### src/rtl/rr_mem_arbiter_pkg.sv
// Shared types and constants for the round-robin RAM arbiter.
// State encodings match the legacy ARB_IDLE/ARB_ACCESS/ARB_RDATA values.
package rr_mem_arbiter_pkg;

  typedef enum logic [1:0] {
    ARB_IDLE   = 2'd0,
    ARB_ACCESS = 2'd1,
    ARB_RDATA  = 2'd2
  } arb_state_e;

  localparam int unsigned ARB_STAT_W = 16;

  function automatic logic [ARB_STAT_W-1:0] sat_inc(input logic [ARB_STAT_W-1:0] v);
    return (v == '1) ? v : v + ARB_STAT_W'(1);
  endfunction

endpackage

### src/rtl/rr_mem_arbiter_if.sv
// Requester and RAM-side bus of rr_mem_arbiter.
// slave = arbiter view, master = cores/RAM view.
interface rr_mem_arbiter_if #(
  parameter int unsigned NREQ = 3,
  parameter int unsigned AW   = 8,
  parameter int unsigned DW   = 8
);
  logic [NREQ-1:0]    req;
  logic [NREQ-1:0]    wr;
  logic [NREQ*AW-1:0] addr;
  logic [NREQ*DW-1:0] wdata;
  logic [NREQ-1:0]    gnt;
  logic [NREQ-1:0]    rvalid;
  logic [DW-1:0]      rdata;
  logic [AW-1:0]      ram_addr;
  logic [DW-1:0]      ram_din;
  logic               ram_wren;
  logic [DW-1:0]      ram_q;
  logic               busy;

  modport slave (
    input  req, wr, addr, wdata, ram_q,
    output gnt, rvalid, rdata, ram_addr, ram_din, ram_wren, busy
  );

  modport master (
    output req, wr, addr, wdata, ram_q,
    input  gnt, rvalid, rdata, ram_addr, ram_din, ram_wren, busy
  );
endinterface

### src/rtl/rr_mem_arbiter_pick.sv
// Combinational round-robin picker: first unmasked request at or after rr_ptr.
module rr_priority_pick #(
  parameter int unsigned NREQ = 3,
  parameter int unsigned PW   = 2
) (
  input  logic [NREQ-1:0] req,
  input  logic [NREQ-1:0] mask,
  input  logic [PW-1:0]   rr_ptr,
  output logic            found,
  output logic [PW-1:0]   idx
);
  logic [NREQ-1:0] eligible;

  assign eligible = req & ~mask;

  always_comb begin : pick
    logic [PW-1:0] j;
    found = 1'b0;
    idx   = '0;
    j     = '0;
    for (int unsigned k = 0; k < NREQ; k++) begin
      j = PW'((32'(rr_ptr) + k) % NREQ);
      if (!found && eligible[j]) begin
        found = 1'b1;
        idx   = j;
      end
    end
  end
endmodule

### src/rtl/rr_mem_arbiter.sv
// Round-robin arbiter sharing one single-port synchronous RAM among NREQ cores.
// Define ARB_STATS_EN to add saturating grant/conflict counters (stat_* ports).
module rr_mem_arbiter
  import rr_mem_arbiter_pkg::*;
#(
  parameter int unsigned NREQ = 3,
  parameter int unsigned AW   = 8,
  parameter int unsigned DW   = 8
) (
  input  logic clk,
  input  logic rst,
  rr_mem_arbiter_if.slave bus
`ifdef ARB_STATS_EN
  ,
  input  logic                       stat_clr,
  output logic [NREQ*ARB_STAT_W-1:0] stat_grants,
  output logic [ARB_STAT_W-1:0]      stat_conflicts
`endif
);
  localparam int unsigned   PW   = (NREQ > 1) ? $clog2(NREQ) : 1;
  localparam logic [PW-1:0] LAST = PW'(NREQ - 1);

  arb_state_e      state_q, state_d;
  logic [PW-1:0]   owner_q, owner_d;
  logic [PW-1:0]   rr_ptr_q, rr_ptr_d;
  logic            wr_q, wr_d;
  logic [AW-1:0]   ram_addr_q, ram_addr_d;
  logic [DW-1:0]   ram_din_q, ram_din_d;
  logic            ram_wren_q, ram_wren_d;
  logic [NREQ-1:0] gnt_q, gnt_d;
  logic [NREQ-1:0] rvalid_q, rvalid_d;
  logic [DW-1:0]   rdata_q;

  logic            arb_en, found, take;
  logic [NREQ-1:0] mask, owner_oh;
  logic [PW-1:0]   idx;
  logic            sel_wr;
  logic [AW-1:0]   sel_addr;
  logic [DW-1:0]   sel_wdata;

  always_comb begin
    owner_oh = '0;
    for (int unsigned i = 0; i < NREQ; i++) begin
      owner_oh[i] = (owner_q == PW'(i));
    end
  end

  // A read in ACCESS does not arbitrate; a write masks its owner for one round.
  always_comb begin
    arb_en = 1'b0;
    mask   = '0;
    case (state_q)
      ARB_IDLE:   arb_en = 1'b1;
      ARB_ACCESS: begin
        arb_en = wr_q;
        mask   = owner_oh;
      end
      ARB_RDATA:  arb_en = 1'b1;
      default:    arb_en = 1'b0;
    endcase
  end

  rr_priority_pick #(
    .NREQ (NREQ),
    .PW   (PW)
  ) u_pick (
    .req    (bus.req),
    .mask   (mask),
    .rr_ptr (rr_ptr_q),
    .found  (found),
    .idx    (idx)
  );

  assign take = arb_en & found;

  always_comb begin
    sel_wr    = 1'b0;
    sel_addr  = '0;
    sel_wdata = '0;
    for (int unsigned i = 0; i < NREQ; i++) begin
      if (idx == PW'(i)) begin
        sel_wr    = bus.wr[i];
        sel_addr  = bus.addr[i*AW +: AW];
        sel_wdata = bus.wdata[i*DW +: DW];
      end
    end
  end

  always_ff @(posedge clk or posedge rst) begin
    if (rst) state_q <= ARB_IDLE;
    else     state_q <= state_d;
  end

  always_comb begin
    state_d = state_q;
    case (state_q)
      ARB_IDLE:   state_d = take ? ARB_ACCESS : ARB_IDLE;
      ARB_ACCESS: begin
        if (!wr_q)     state_d = ARB_RDATA;
        else if (take) state_d = ARB_ACCESS;
        else           state_d = ARB_IDLE;
      end
      ARB_RDATA:  state_d = take ? ARB_ACCESS : ARB_IDLE;
      default:    state_d = ARB_IDLE;
    endcase
  end

  always_comb begin
    owner_d    = owner_q;
    rr_ptr_d   = rr_ptr_q;
    wr_d       = wr_q;
    ram_addr_d = ram_addr_q;
    ram_din_d  = ram_din_q;
    ram_wren_d = 1'b0;
    gnt_d      = '0;
    rvalid_d   = '0;
    if (take) begin
      owner_d    = idx;
      rr_ptr_d   = (idx == LAST) ? '0 : idx + PW'(1);
      wr_d       = sel_wr;
      ram_addr_d = sel_addr;
      ram_din_d  = sel_wdata;
      ram_wren_d = sel_wr;
      gnt_d      = owner_oh & '0;
      for (int unsigned i = 0; i < NREQ; i++) begin
        gnt_d[i] = (idx == PW'(i));
      end
    end
    if (state_q == ARB_ACCESS && !wr_q) begin
      rvalid_d = owner_oh;
    end
  end

  always_ff @(posedge clk or posedge rst) begin
    if (rst) begin
      owner_q    <= '0;
      rr_ptr_q   <= '0;
      wr_q       <= 1'b0;
      ram_addr_q <= '0;
      ram_din_q  <= '0;
      ram_wren_q <= 1'b0;
      gnt_q      <= '0;
      rvalid_q   <= '0;
      rdata_q    <= '0;
    end else begin
      owner_q    <= owner_d;
      rr_ptr_q   <= rr_ptr_d;
      wr_q       <= wr_d;
      ram_addr_q <= ram_addr_d;
      ram_din_q  <= ram_din_d;
      ram_wren_q <= ram_wren_d;
      gnt_q      <= gnt_d;
      rvalid_q   <= rvalid_d;
      if (state_q == ARB_RDATA) rdata_q <= bus.ram_q;
    end
  end

  // RAM q is itself a register, so RDATA forwards it in-cycle; rdata_q holds it afterwards.
  assign bus.rdata    = (state_q == ARB_RDATA) ? bus.ram_q : rdata_q;
  assign bus.gnt      = gnt_q;
  assign bus.rvalid   = rvalid_q;
  assign bus.ram_addr = ram_addr_q;
  assign bus.ram_din  = ram_din_q;
  assign bus.ram_wren = ram_wren_q;
  assign bus.busy     = (state_q != ARB_IDLE);

`ifdef ARB_STATS_EN
  logic [ARB_STAT_W-1:0] grant_cnt_q [NREQ];
  logic [ARB_STAT_W-1:0] conflict_cnt_q;
  logic                  conflict;

  assign conflict = arb_en && ($countones(bus.req & ~mask) >= 2);

  always_ff @(posedge clk or posedge rst) begin
    if (rst) begin
      for (int unsigned i = 0; i < NREQ; i++) grant_cnt_q[i] <= '0;
      conflict_cnt_q <= '0;
    end else if (stat_clr) begin
      for (int unsigned i = 0; i < NREQ; i++) grant_cnt_q[i] <= '0;
      conflict_cnt_q <= '0;
    end else begin
      for (int unsigned i = 0; i < NREQ; i++) begin
        if (gnt_q[i]) grant_cnt_q[i] <= sat_inc(grant_cnt_q[i]);
      end
      if (conflict) conflict_cnt_q <= sat_inc(conflict_cnt_q);
    end
  end

  always_comb begin
    stat_grants = '0;
    for (int unsigned i = 0; i < NREQ; i++) begin
      stat_grants[i*ARB_STAT_W +: ARB_STAT_W] = grant_cnt_q[i];
    end
  end

  assign stat_conflicts = conflict_cnt_q;
`endif
endmodule

### src/flat_wrapper.sv
// flat-port wrapper written by rule: the top's interface ports become plain ports
module rr_mem_arbiter_flat import rr_mem_arbiter_pkg::*;
#(
  parameter int unsigned NREQ = 3,
  parameter int unsigned AW   = 8,
  parameter int unsigned DW   = 8
)
  (clk, rst, bus_req, bus_wr, bus_addr, bus_wdata, bus_ram_q, bus_gnt, bus_rvalid, bus_rdata, bus_ram_addr, bus_ram_din, bus_ram_wren, bus_busy);
  rr_mem_arbiter_if #(.NREQ(NREQ), .AW(AW), .DW(DW)) bus_i ();
  input  logic clk;
  input  logic rst;
  input wire logic [$bits(bus_i.req)-1:0] bus_req;
  input wire logic [$bits(bus_i.wr)-1:0] bus_wr;
  input wire logic [$bits(bus_i.addr)-1:0] bus_addr;
  input wire logic [$bits(bus_i.wdata)-1:0] bus_wdata;
  input wire logic [$bits(bus_i.ram_q)-1:0] bus_ram_q;
  output wire logic [$bits(bus_i.gnt)-1:0] bus_gnt;
  output wire logic [$bits(bus_i.rvalid)-1:0] bus_rvalid;
  output wire logic [$bits(bus_i.rdata)-1:0] bus_rdata;
  output wire logic [$bits(bus_i.ram_addr)-1:0] bus_ram_addr;
  output wire logic [$bits(bus_i.ram_din)-1:0] bus_ram_din;
  output wire logic [$bits(bus_i.ram_wren)-1:0] bus_ram_wren;
  output wire logic [$bits(bus_i.busy)-1:0] bus_busy;
  assign bus_i.req = bus_req;
  assign bus_i.wr = bus_wr;
  assign bus_i.addr = bus_addr;
  assign bus_i.wdata = bus_wdata;
  assign bus_i.ram_q = bus_ram_q;
  assign bus_gnt = bus_i.gnt;
  assign bus_rvalid = bus_i.rvalid;
  assign bus_rdata = bus_i.rdata;
  assign bus_ram_addr = bus_i.ram_addr;
  assign bus_ram_din = bus_i.ram_din;
  assign bus_ram_wren = bus_i.ram_wren;
  assign bus_busy = bus_i.busy;
  rr_mem_arbiter #(.NREQ(NREQ), .AW(AW), .DW(DW)) u_core (.clk(clk), .rst(rst), .bus(bus_i));
endmodule
### config.mk
export PLATFORM = sky130hd
export DESIGN_NAME = rr_mem_arbiter_flat
export DESIGN_NICKNAME = d
export VERILOG_FILES = /design/src/rtl/rr_mem_arbiter_pkg.sv /design/src/rtl/rr_mem_arbiter_if.sv /design/src/rtl/rr_mem_arbiter_pick.sv /design/src/rtl/rr_mem_arbiter.sv /design/src/flat_wrapper.sv
export SDC_FILE = /design/constraint.sdc
export NUM_CORES = 1
export LEC_CHECK = 0
export ABC_AREA = 1
export CAP_MARGIN = 20
export CORE_MARGIN = 8
export CORE_UTILIZATION = 25
export CTS_BUF_LIST = sky130_fd_sc_hd__clkbuf_4
export DETAILED_ROUTE_END_ITERATION = 6
export GPL_ROUTABILITY_DRIVEN = 0
export HOLD_SLACK_MARGIN = 0.12
export MAX_ROUTING_LAYER = met4
export PLACE_DENSITY = 0.53
export SETUP_SLACK_MARGIN = 0.02
export SLEW_MARGIN = 10
export SYNTH_ARGS = -nofsm -noshare
export SYNTH_HDL_FRONTEND = slang
export SYNTH_SLANG_ARGS = --single-unit
### constraint.sdc
create_clock -name clk -period 5.76 [get_ports clk]
set_input_delay 1.44 -clock clk [delete_from_list [all_inputs] [get_ports clk]]
set_output_delay 1.44 -clock clk [all_outputs]
set_load 0.01 [all_outputs]
# Word level (Yosys, flattened, before mapping)
# Index checks and enable logic that the tools add are counted.
[totals]
ff_bits = 38
elab_cells = 70
out_inout_bits = 32
[classes]
mux = 31
eq_ne = 6
reduce_logical = 11
n_lt_le_gt_ge = 3
addsub = 3
bitwise_logic = 3
div = 3
[ops]
columns = ["op", "n"]
rows = [
  ["$mod A32 B2 Y32 const B", 2],
  ["$mux W8", 7],
  ["$mod A2 B2 Y32 const B", 1],
  ["$mux W1", 11],
  ["$mux W2", 5],
  ["$lt A2 B3 Y1 const B", 3],
  ["$mux W3", 3],
  ["$bmux W1 S2", 3],
  ["$eq A2 B1 Y1 const B", 3],
  ["$eq A2 B2 Y1 const B", 3],
  ["$logic_not A2 Y1", 3],
  ["$pmux W2 S2", 1],
  ["$add A2 B1 Y3 const B", 1],
  ["$add A2 B2 Y3 const B", 1],
  ["$and A3 B3 Y3", 1],
  ["$logic_and A1 B1 Y1", 3],
  ["$logic_not A1 Y1", 3],
  ["$not A3 Y3", 1],
  ["$add A2 B1 Y2 const B", 1],
  ["$pmux W1 S2", 1],
  ["$reduce_bool A2 Y1", 1],
  ["$reduce_or A2 Y1", 1],
  ["$and A1 B1 Y1", 1],
]

# Logic depth before layout (Yosys ltp)
# Gate-level depths: netlist of run 1.
[depth]
depth_word = 18
depth_mapped = 15

# Modules after synthesis
# From an unflattened synthesis of run 1, not the netlist that was laid out.
[unflattened]
cells_unflattened = 272
hier_area_um2 = 2065.7
[modules_own_cells]
columns = ["mod", "n_inst", "cells_each", "area_each_um2", "seq_area_each_um2"]
rows = [
  ["rr_mem_arbiter", 1, 230, 1843.0, 950.9],
  ["rr_priority_pick", 1, 42, 222.7, 0.0],
]

# Least setup slack after synthesis of run 1
# OpenSTA, ideal clock, no wires.
[synth_timing]
path_type = "in2out"
start = "input port bus_ram_q[0]"
end = "output port bus_rdata[0]"
setup_slack_ps = 2600
arrival_ps = 1720
stages = 1
path_cell_list = "mux2_2"
[synth_via]
elab_chain_len = 1
[synth_lines]
columns = ["item", "line_no", "text"]
rows = [
  ["from (decl)", "flat_wrapper.sv:16", "input wire logic [$bits(bus_i.ram_q)-1:0] bus_ram_q;"],
  ["$mux W8", "rr_mem_arbiter.sv:159", "assign bus.rdata = (state_q == ARB_RDATA) ? bus.ram_q : rdata_q;"],
  ["to (decl)", "flat_wrapper.sv:19", "output wire logic [$bits(bus_i.rdata)-1:0] bus_rdata;"],
]
# Every way passes these cells.

# Worst setup path in the final report of run 1
[layout_timing]
start = "input port bus_ram_q[1]"
end = "output port bus_rdata[1]"
# The elaborated chain is that of the path after synthesis.

==> reports/summary.md, run 1 <==
The proportion of layout cells with a drive suffix above 1 was 0.152. Busiest layer in global routing: met2. For this run, the slowest stage of the critical path takes 0.48 ns.

The number of pins exceeding their max-slew limit in the final report was 0. Dividing the detail-routed wire length by the instance count gives 13.1 um. Of all cell types, the one taking the most synthesized area is dfrtp_1.

For this design the static power due to leakage is 1.63 nW. For the final routed database, the setup TNS stands at 0 ns. In the post-synthesis netlist, the cell with the most instances is nand2_1.

In this run, synthesis produced a sequential element count of 38. Counting every instance in the synthesized netlist gives 286. Summed over all layers, the global routing overflow is 0. The hold buffer count at CTS came out at 0. After detailed placement, the total cell area comes to 3290 um^2. On the final layout, the worst clock skew is 0.00747 ns. The met3 routing resource usage after global routing was 0.0346; the proportion of netlist area held by the largest area contributor was 0.424. By count the netlist is led by 92 x nand2_1, 38 x dfrtp_1, 33 x nor2_1, 26 x inv_1, 22 x nand3_1. Counting stages on the worst path, the most repeated cell is clkdlybuf4s50_1. For this run, the top clock speed supported by timing is 0.248 GHz. For the number of buffers between clock root and the deepest sink, the log shows 2.

The detail-routed via count per cell is 4.20, and the horizontal extent of the die is 111 um. At the worst endpoint, the required time is 4.32 ns. The run gives 10800 um as the global-route wire length before repair. The cell at the slowest stage of the critical path is clkdlybuf4s50_1. Across all register-to-register paths, the minimum setup slack is 3.22 ns. The startpoint of the most critical register-to-register path is u_core.rr_ptr_q[0]. The met1 track utilization from global routing was 0.135. The worst hold path terminates at u_core.bus.ram_addr[0]. The die covers 12300 um^2.

Met2 capacity usage during global routing: 0.170. The effective utilization at floorplan was 0.257. The power density normalized to cell area is 621 nW/um^2, and the post-detailed-routing wire length is 6400 um. The synthesis-to-layout area growth works out to 48.9%. Setup repair after global routing left no endpoint under its margin.

The run gives 5 as the number of search-and-repair iterations in the first detailed-routing pass. After synthesis, the netlist uses 25 different library cells. Of all nets on the critical path, the largest fanout is 2. For the max-cap check violation count, the log shows 0.

The post-synthesis area per instance is 7.85 um^2, and the worst-case headroom to the max-slew limit is 0.582. The clock tree synthesis step divided the H-tree into 2 levels. The half-perimeter wire length of the detailed placement result was 4990 um.

The launch point of the worst hold path was u_core.bus.ram_addr[0]. The logs give 0.199 mV for the worst IR drop on VDD and 354 for the total nets after synthesis. The top-level port count is 96, and the number of routed nets with antenna violations is 0. The cell sitting at the root of the clock tree is a clkbuf_4. The worst hold path cell count came out at 2. The global router's overall resource usage was 0.109. 0 antenna diodes ended up in the layout.

The die is 111 um tall. The tools report the sort of element at the start of the critical path as an input pin. In the post-synthesis netlist, the biggest area contributors are dfrtp_1 42%, nand2_1 15%, nand3_2 6.2%.

The worst-case reg-to-reg path depth is 11, and the clock slew at the register clock pins of the worst setup and hold paths is 0.10 ns. The via count of the first global-routing pass is 2155, and the post-route fraction of the period consumed by the critical path is 0.701. Number of buffers added by the clock tree synthesis step: 5. The tools report the critical path arrival as 2.60 ns.

TritonCTS built the clock tree. The number of nets in the layout is 450, and the total of warnings raised by yosys is 0. The kind of capture point of the worst setup path was an output port.

The worst path in the final design needs a cycle of 4.04 ns, including I/O delays and setup. For the count of endpoints failing hold in the final timing report, the log shows 0. The insertion delay of the later-clocked pin in the worst-skew pair was 0.34 ns. Setup violations remaining at the end of the flow were counted as 0. The run finished with clean final reports. Number of flops mapped to enable cells by yosys: 0. For this run, the leading register cell type out of synthesis is dfrtp_1. The floorplan has 34 rows. During placement, the flow inserted port buffers numbering 95.

The min-delay analysis places its worst path in the category flop to flop. In this run, the number of DRC markers left after iteration 0 of detailed routing was 55. At the pin with the least slew margin, the transition time is 0.625 ns. The proportion of synthesized chip area in sequential cells was 0.424; the number of gates given a new drive strength after cts was 0.

The run gives 3340 um^2 as the cell area after layout. The post-synthesis async set-or-reset flop share is 1.00. The run gives 2240 um^2 as the combined area of all synthesized cells. The endpoint of the lowest-slack register-to-register path was u_core.owner_q[0]. The number of sinks handled by clock tree synthesis came out at 38. The signal on the critical path passes through clkdlybuf4s50_1 -> mux2_2 -> clkdlybuf4s50_1. The tools report the DRC violation count after routing as 0.

By startpoint and endpoint, the worst setup path is classified as input pin to output port. The run gives 0 as the initial antenna violation count. The detailed router placed 2058 vias in this run. Worst-case hold slack: 0.490 ns. For the maximum number of pins on one net before global-route repair, the log shows 39. Buffers added to address setup during post-CTS repair amount to 0.

The floorplan step defined a core boundary enclosing 8720 um^2.
## worst max-delay path by stage
stage / to / slack [ns] / start / depth (start not counted)
4_1_cts: bus_rdata[1] / 1.70 / bus_ram_q[1] / 3
5_1_grt: bus_rdata[7] / 1.69 / bus_ram_q[7] / 3
2_1_floorplan: bus_rdata[0] / 2.60 / bus_ram_q[0] / 1
6_report: bus_rdata[1] / 1.72 / bus_ram_q[1] / 3
3_5_place_dp: bus_rdata[1] / 1.70 / bus_ram_q[1] / 3
3_3_place_gp: bus_rdata[3] / 1.72 / bus_ram_q[3] / 3
## area by class of cell
| class | instances | area, um^2 |
|---|---|---|
| inverters | 30 | 113 |
| well taps | 108 | 135 |
| repair buffers | 98 | 973 |
| fillers | 910 | 5380 |
| clock buffers | 7 | 52.6 |
| multi-input cells | 209 | 1120 |
| flip-flops and latches | 38 | 951 |
## cell usage in the layout (no fill, tap or decap), types with 4 or more instances in the layout
cell             Yosys  layout
clkdlybuf4s50_1      0      95
nand2_1             92      92
dfrtp_1             38      38
nor2_1              33      33
inv_1               26      25
nand3_1             22      22
nand3_2             14      14
nand2_2             13      13
mux2_2               8       8
clkbuf_4             0       7
inv_2                4       4
nand4_1              4       4
o21ai_1              4       4
ha_1                 4       4
## flip-flops by register name, summed over array words and instances (netlist names)
signal and count:
u_core.state_q 2, u_core.bus.ram_wren 1, u_core.rr_ptr_q 2, u_core.bus.ram_din 8, u_core.bus.gnt 3, u_core.bus.rvalid 3
u_core.bus.ram_addr 8, u_core.rdata_q 8, u_core.owner_q 2, u_core.wr_q 1
## report_power, final
group	total (mW)	leakage (nW)	switching, mW	internal, mW
sequential	0.466	0.469	0.0607	0.405
combinational	1.47	1.12	0.870	0.601
clock	0.139	0.0322	0.0838	0.0555
## critical path, delay by kind of cell
kind | cells | cell delay (ns)
buffers and inverters | 2 | 0.88
muxes | 1 | 0.27
## per-stage QoR
step | worst slack (ns) | cells | utilization | total power [mW]
floorplan | 2.60 | 286 | - | 1.51
global placement | 1.72 | 483 | 0.377 | 1.96
detailed placement | 1.70 | 483 | 0.377 | 1.98
CTS | 1.70 | 490 | 0.383 | 2.12
global route | 1.69 | 490 | 0.383 | 2.33
finish | 1.72 | 490 | 0.383 | 2.08
## layer usage
layer	wire length, um	share of wire
met1	3060	0.48
met3	416	0.065
met5	0	0
met2	2860	0.45
met4	57	0.0089
## kinds of logic (layout without fill, tap and decap cells)
group                    count (synthesis)  count (layout)  synth area share
AO/OA/AOI/OAI                           10              10            0.0290
multiplexers                             8               8            0.0401
adder cells (fa/ha/maj)                  4               4            0.0223
flip-flops                              38              38             0.424
buffers and inverters                   39             135            0.0786
AND/OR/NAND/NOR                        187             187             0.406
Power figures use the tool's default switching activity.
==> run 2: changes to the inputs <==
--- a/config.mk
+++ b/config.mk
@@ -14,7 +14,7 @@
 export GPL_ROUTABILITY_DRIVEN = 0
 export HOLD_SLACK_MARGIN = 0.12
 export MAX_ROUTING_LAYER = met4
-export PLACE_DENSITY = 0.53
+export PLACE_DENSITY = 0.55
 export SETUP_SLACK_MARGIN = 0.02
 export SLEW_MARGIN = 10
 export SYNTH_ARGS = -nofsm -noshare
==> constraint.sdc (replaced) <==
create_clock -name clk -period 3.5 [get_ports clk]
set_input_delay 0.875 -clock clk [delete_from_list [all_inputs] [get_ports clk]]
set_output_delay 0.875 -clock clk [all_outputs]
set_load 0.01 [all_outputs]
==> run 2 against run 1 <==
Compared with the run above: via count rose by 0.29%; clock power grew 56%; largest power group unchanged; global-route usage shrank 0.070 points; critical path depth did not move; total power grew 66%; first-iteration DRC count shrank 24%; register-to-register slack worse by 2.1 ns; clock skew increased by 0.0016 ns.
==> reports/summary.md, run 2 (same netlist as run 1, synthesis figures left out) <==
The run finished with clean final reports. The floorplan step defined a die boundary enclosing 12300 um^2. Once placement finished, the instance area stood at 3300 um^2. For this run, the top clock speed supported by timing is 0.343 GHz. The tools report the combinational power share as 0.714.

Entering global routing, the biggest net connects 30 pins. For the switching component of the power, the log shows 1.68 mW. For the number of setup violations in the final report, the log shows 0. The antenna diode instance count is 0, and the global-route wire length before repair is 10700 um. The clock share of power is 0.063. VDD sags by at most 0.318 mV. Setup repair after global routing left no endpoint under its margin. Leaving out fill and tap cells, the most frequent cells in the layout are 95 x clkdlybuf4s50_1, 92 x nand2_1, 38 x dfrtp_1.

The filler cells instantiated in the layout total 929. The worst hold path belongs to the class flop to flop. In this run the number of H-tree levels came out at 2. In this run the worst path has a maximum fanout of 2. The worst setup path is captured at an output port. The post-route total power was 3.44 mW. The initial antenna violation count was 0. Relative to the synthesized area, the layout overhead comes to 49.3%. Core outline area: 8720 um^2.

The worst-case reg-to-reg path depth was 11. The core occupancy in the finished layout is 0.384. The run gives 483 as the number of cells after detailed placement. The finished layout holds 491 standard cells, fillers aside. The finished cells cover 3350 um^2.

The tools report the worst-case headroom to the max-slew limit as 0.406. Once detailed placement completed, the half-perimeter wirelength came to 5120 um. The count of endpoints failing hold in the final timing report is 0, and the number of setup buffers added after CTS is 0. The clock net in this run drives a total of 38 sinks.

The transition at the pin with the smallest max-transition slack came out at 0.886 ns. The critical path arrival was 2.04 ns; the die height was 111 um. The proportion of layout cells with a drive suffix above 1 came out at 0.146.

Using the TritonRoute via totals, the vias-per-cell ratio works out to 4.20. For the worst setup path, the data required time is 2.62 ns. Tracing the worst setup path back leads to its startpoint at bus_ram_q[7]. The clock reaches the later pin of the worst-skew pair after 0.33 ns.

The logs give 1.76 mW for the internal power consumption and 0 for the aggregate global routing overflow. Sequential share of power: 0.223. Clock-pin slew was measured on the worst setup and hold paths at 0.11 ns. The via count of the first global-routing pass was 2172; the horizontal extent of the die was 111 um. TritonCTS built the clock tree. The tools report the endpoint of the lowest-slack register-to-register path as u_core.rr_ptr_q[1]. The startpoint identified for the worst register-to-register timing path is u_core.rr_ptr_q[0]. The number of gates given a new drive strength after cts came out at 0. STA classifies the critical path startpoint as an input pin.

Global router's overall resource usage: 0.109. The tools report the effective utilization at floorplan as 0.257. The clock period minus worst slack works out to 2.91 ns. The per-cell routed wire length was 13.2 um. The number of hold buffers added after CTS was 0. The DRC violation count after routing came out at 0. For the leakage power summed over all cells, the log shows 1.63 nW. The switching fraction of total power was 0.489; the number of vias in the routed layout was 2064.

The tree is rooted in a clkbuf_4. In this run the remaining antenna-violating nets after routing total 0. Buffers inserted during clock tree synthesis total 5.

The power density normalized to cell area is 1030 nW/um^2. The post-route fraction of the period consumed by the critical path is 0.832, and the number of nets in the layout is 450. Wires add up to 6470 um.

The max-cap check violation count is 0. The worst setup path is of the input pin to output port kind. For the number of pins exceeding their max-slew limit in the final report, the log shows 0. Across all register-to-register paths, the minimum setup slack is 1.13 ns. The most critical setup path has its endpoint at bus_rdata[7].

For the number of search-and-repair iterations in the first detailed-routing pass, the log shows 4. The count of buffers inserted at the top-level ports came out at 95. In the final timing run, aggregate negative setup slack is 0 ns. Clock skew on the completed layout was measured at 0.00909 ns. The number of rows created at floorplan was 34; the number of buffers between clock root and the deepest sink was 2. The number of violations reported at the end of detailed-routing iteration 0 was 42. Most common cell after layout, fill and taps aside: clkdlybuf4s50_1. For this design the top-level I/O count stands at 96.
-- run 2: cell count changes in the layout (fill, tap and decap cells not counted), sizes merged --
cell    delta
clkinv     +3
clkbuf     -2
-- run 2: power by group through the flow --
| stage | Sequential, mW | Clock [mW] | Combinational [mW] |
|---|---|---|---|
| finish | 0.768 | 0.217 | 2.45 |
| floorplan | 0.821 | 0 | 1.67 |
| detailed placement | 0.779 | 0 | 2.51 |
| CTS | 0.772 | 0.229 | 2.52 |
| global route | 0.795 | 0.248 | 2.79 |
| global placement | 0.773 | 0 | 2.48 |
-- run 2: stage by stage --
| step | setup slack [ns] | hold slack [ns] |
|---|---|---|
| global placement | 0.604 | 0.462 |
| global route | 0.513 | 0.521 |
| floorplan | 1.47 | 0.483 |
| detailed placement | 0.581 | 0.468 |
| finish | 0.587 | 0.491 |
| CTS | 0.579 | 0.497 |
-- run 2: routing by layer --
metal,GRT usage,vias to the layer above,part of all wire
met3,0.0379,5,0.066
met4,0.0216,0,0.0063
met1,0.124,912,0.46
met2,0.180,65,0.47
met5,-,-,0
li1,-,1082,-
-- run 2: critical path, cell delays in order --
cell             delay, ns
clkdlybuf4s50_1       0.39
mux2_2                0.27
clkdlybuf4s50_1       0.50
-- run 2: how the worst min path moves through the flow --
stage                     slack, ns                    from                     end  depth (start not counted)
after floorplan                0.48             u_core.wr_q    u_core.bus.rvalid[0]                          1
after global placement         0.46  u_core.bus.ram_addr[5]  u_core.bus.ram_addr[5]                          2
after detailed placement       0.47  u_core.bus.ram_addr[0]  u_core.bus.ram_addr[0]                          2
after CTS                      0.50  u_core.bus.ram_addr[0]  u_core.bus.ram_addr[0]                          2
after global routing           0.52   u_core.bus.ram_din[6]   u_core.bus.ram_din[6]                          2
final                          0.49  u_core.bus.ram_addr[0]  u_core.bus.ram_addr[0]                          2
-- run 2: area by class of cell --
type / instances / area [um^2] / area share
Inverter: 30 / 113 / 0.0336
Sequential cell: 38 / 951 / 0.284
Multi-Input combinational cell: 209 / 1120 / 0.333
Clock buffer: 5 / 37.5 / 0.0112
Tap cell: 108 / 135 / 0.0403
Clock inverter: 3 / 11.3 / 0.00336
Timing Repair Buffer: 98 / 986 / 0.294
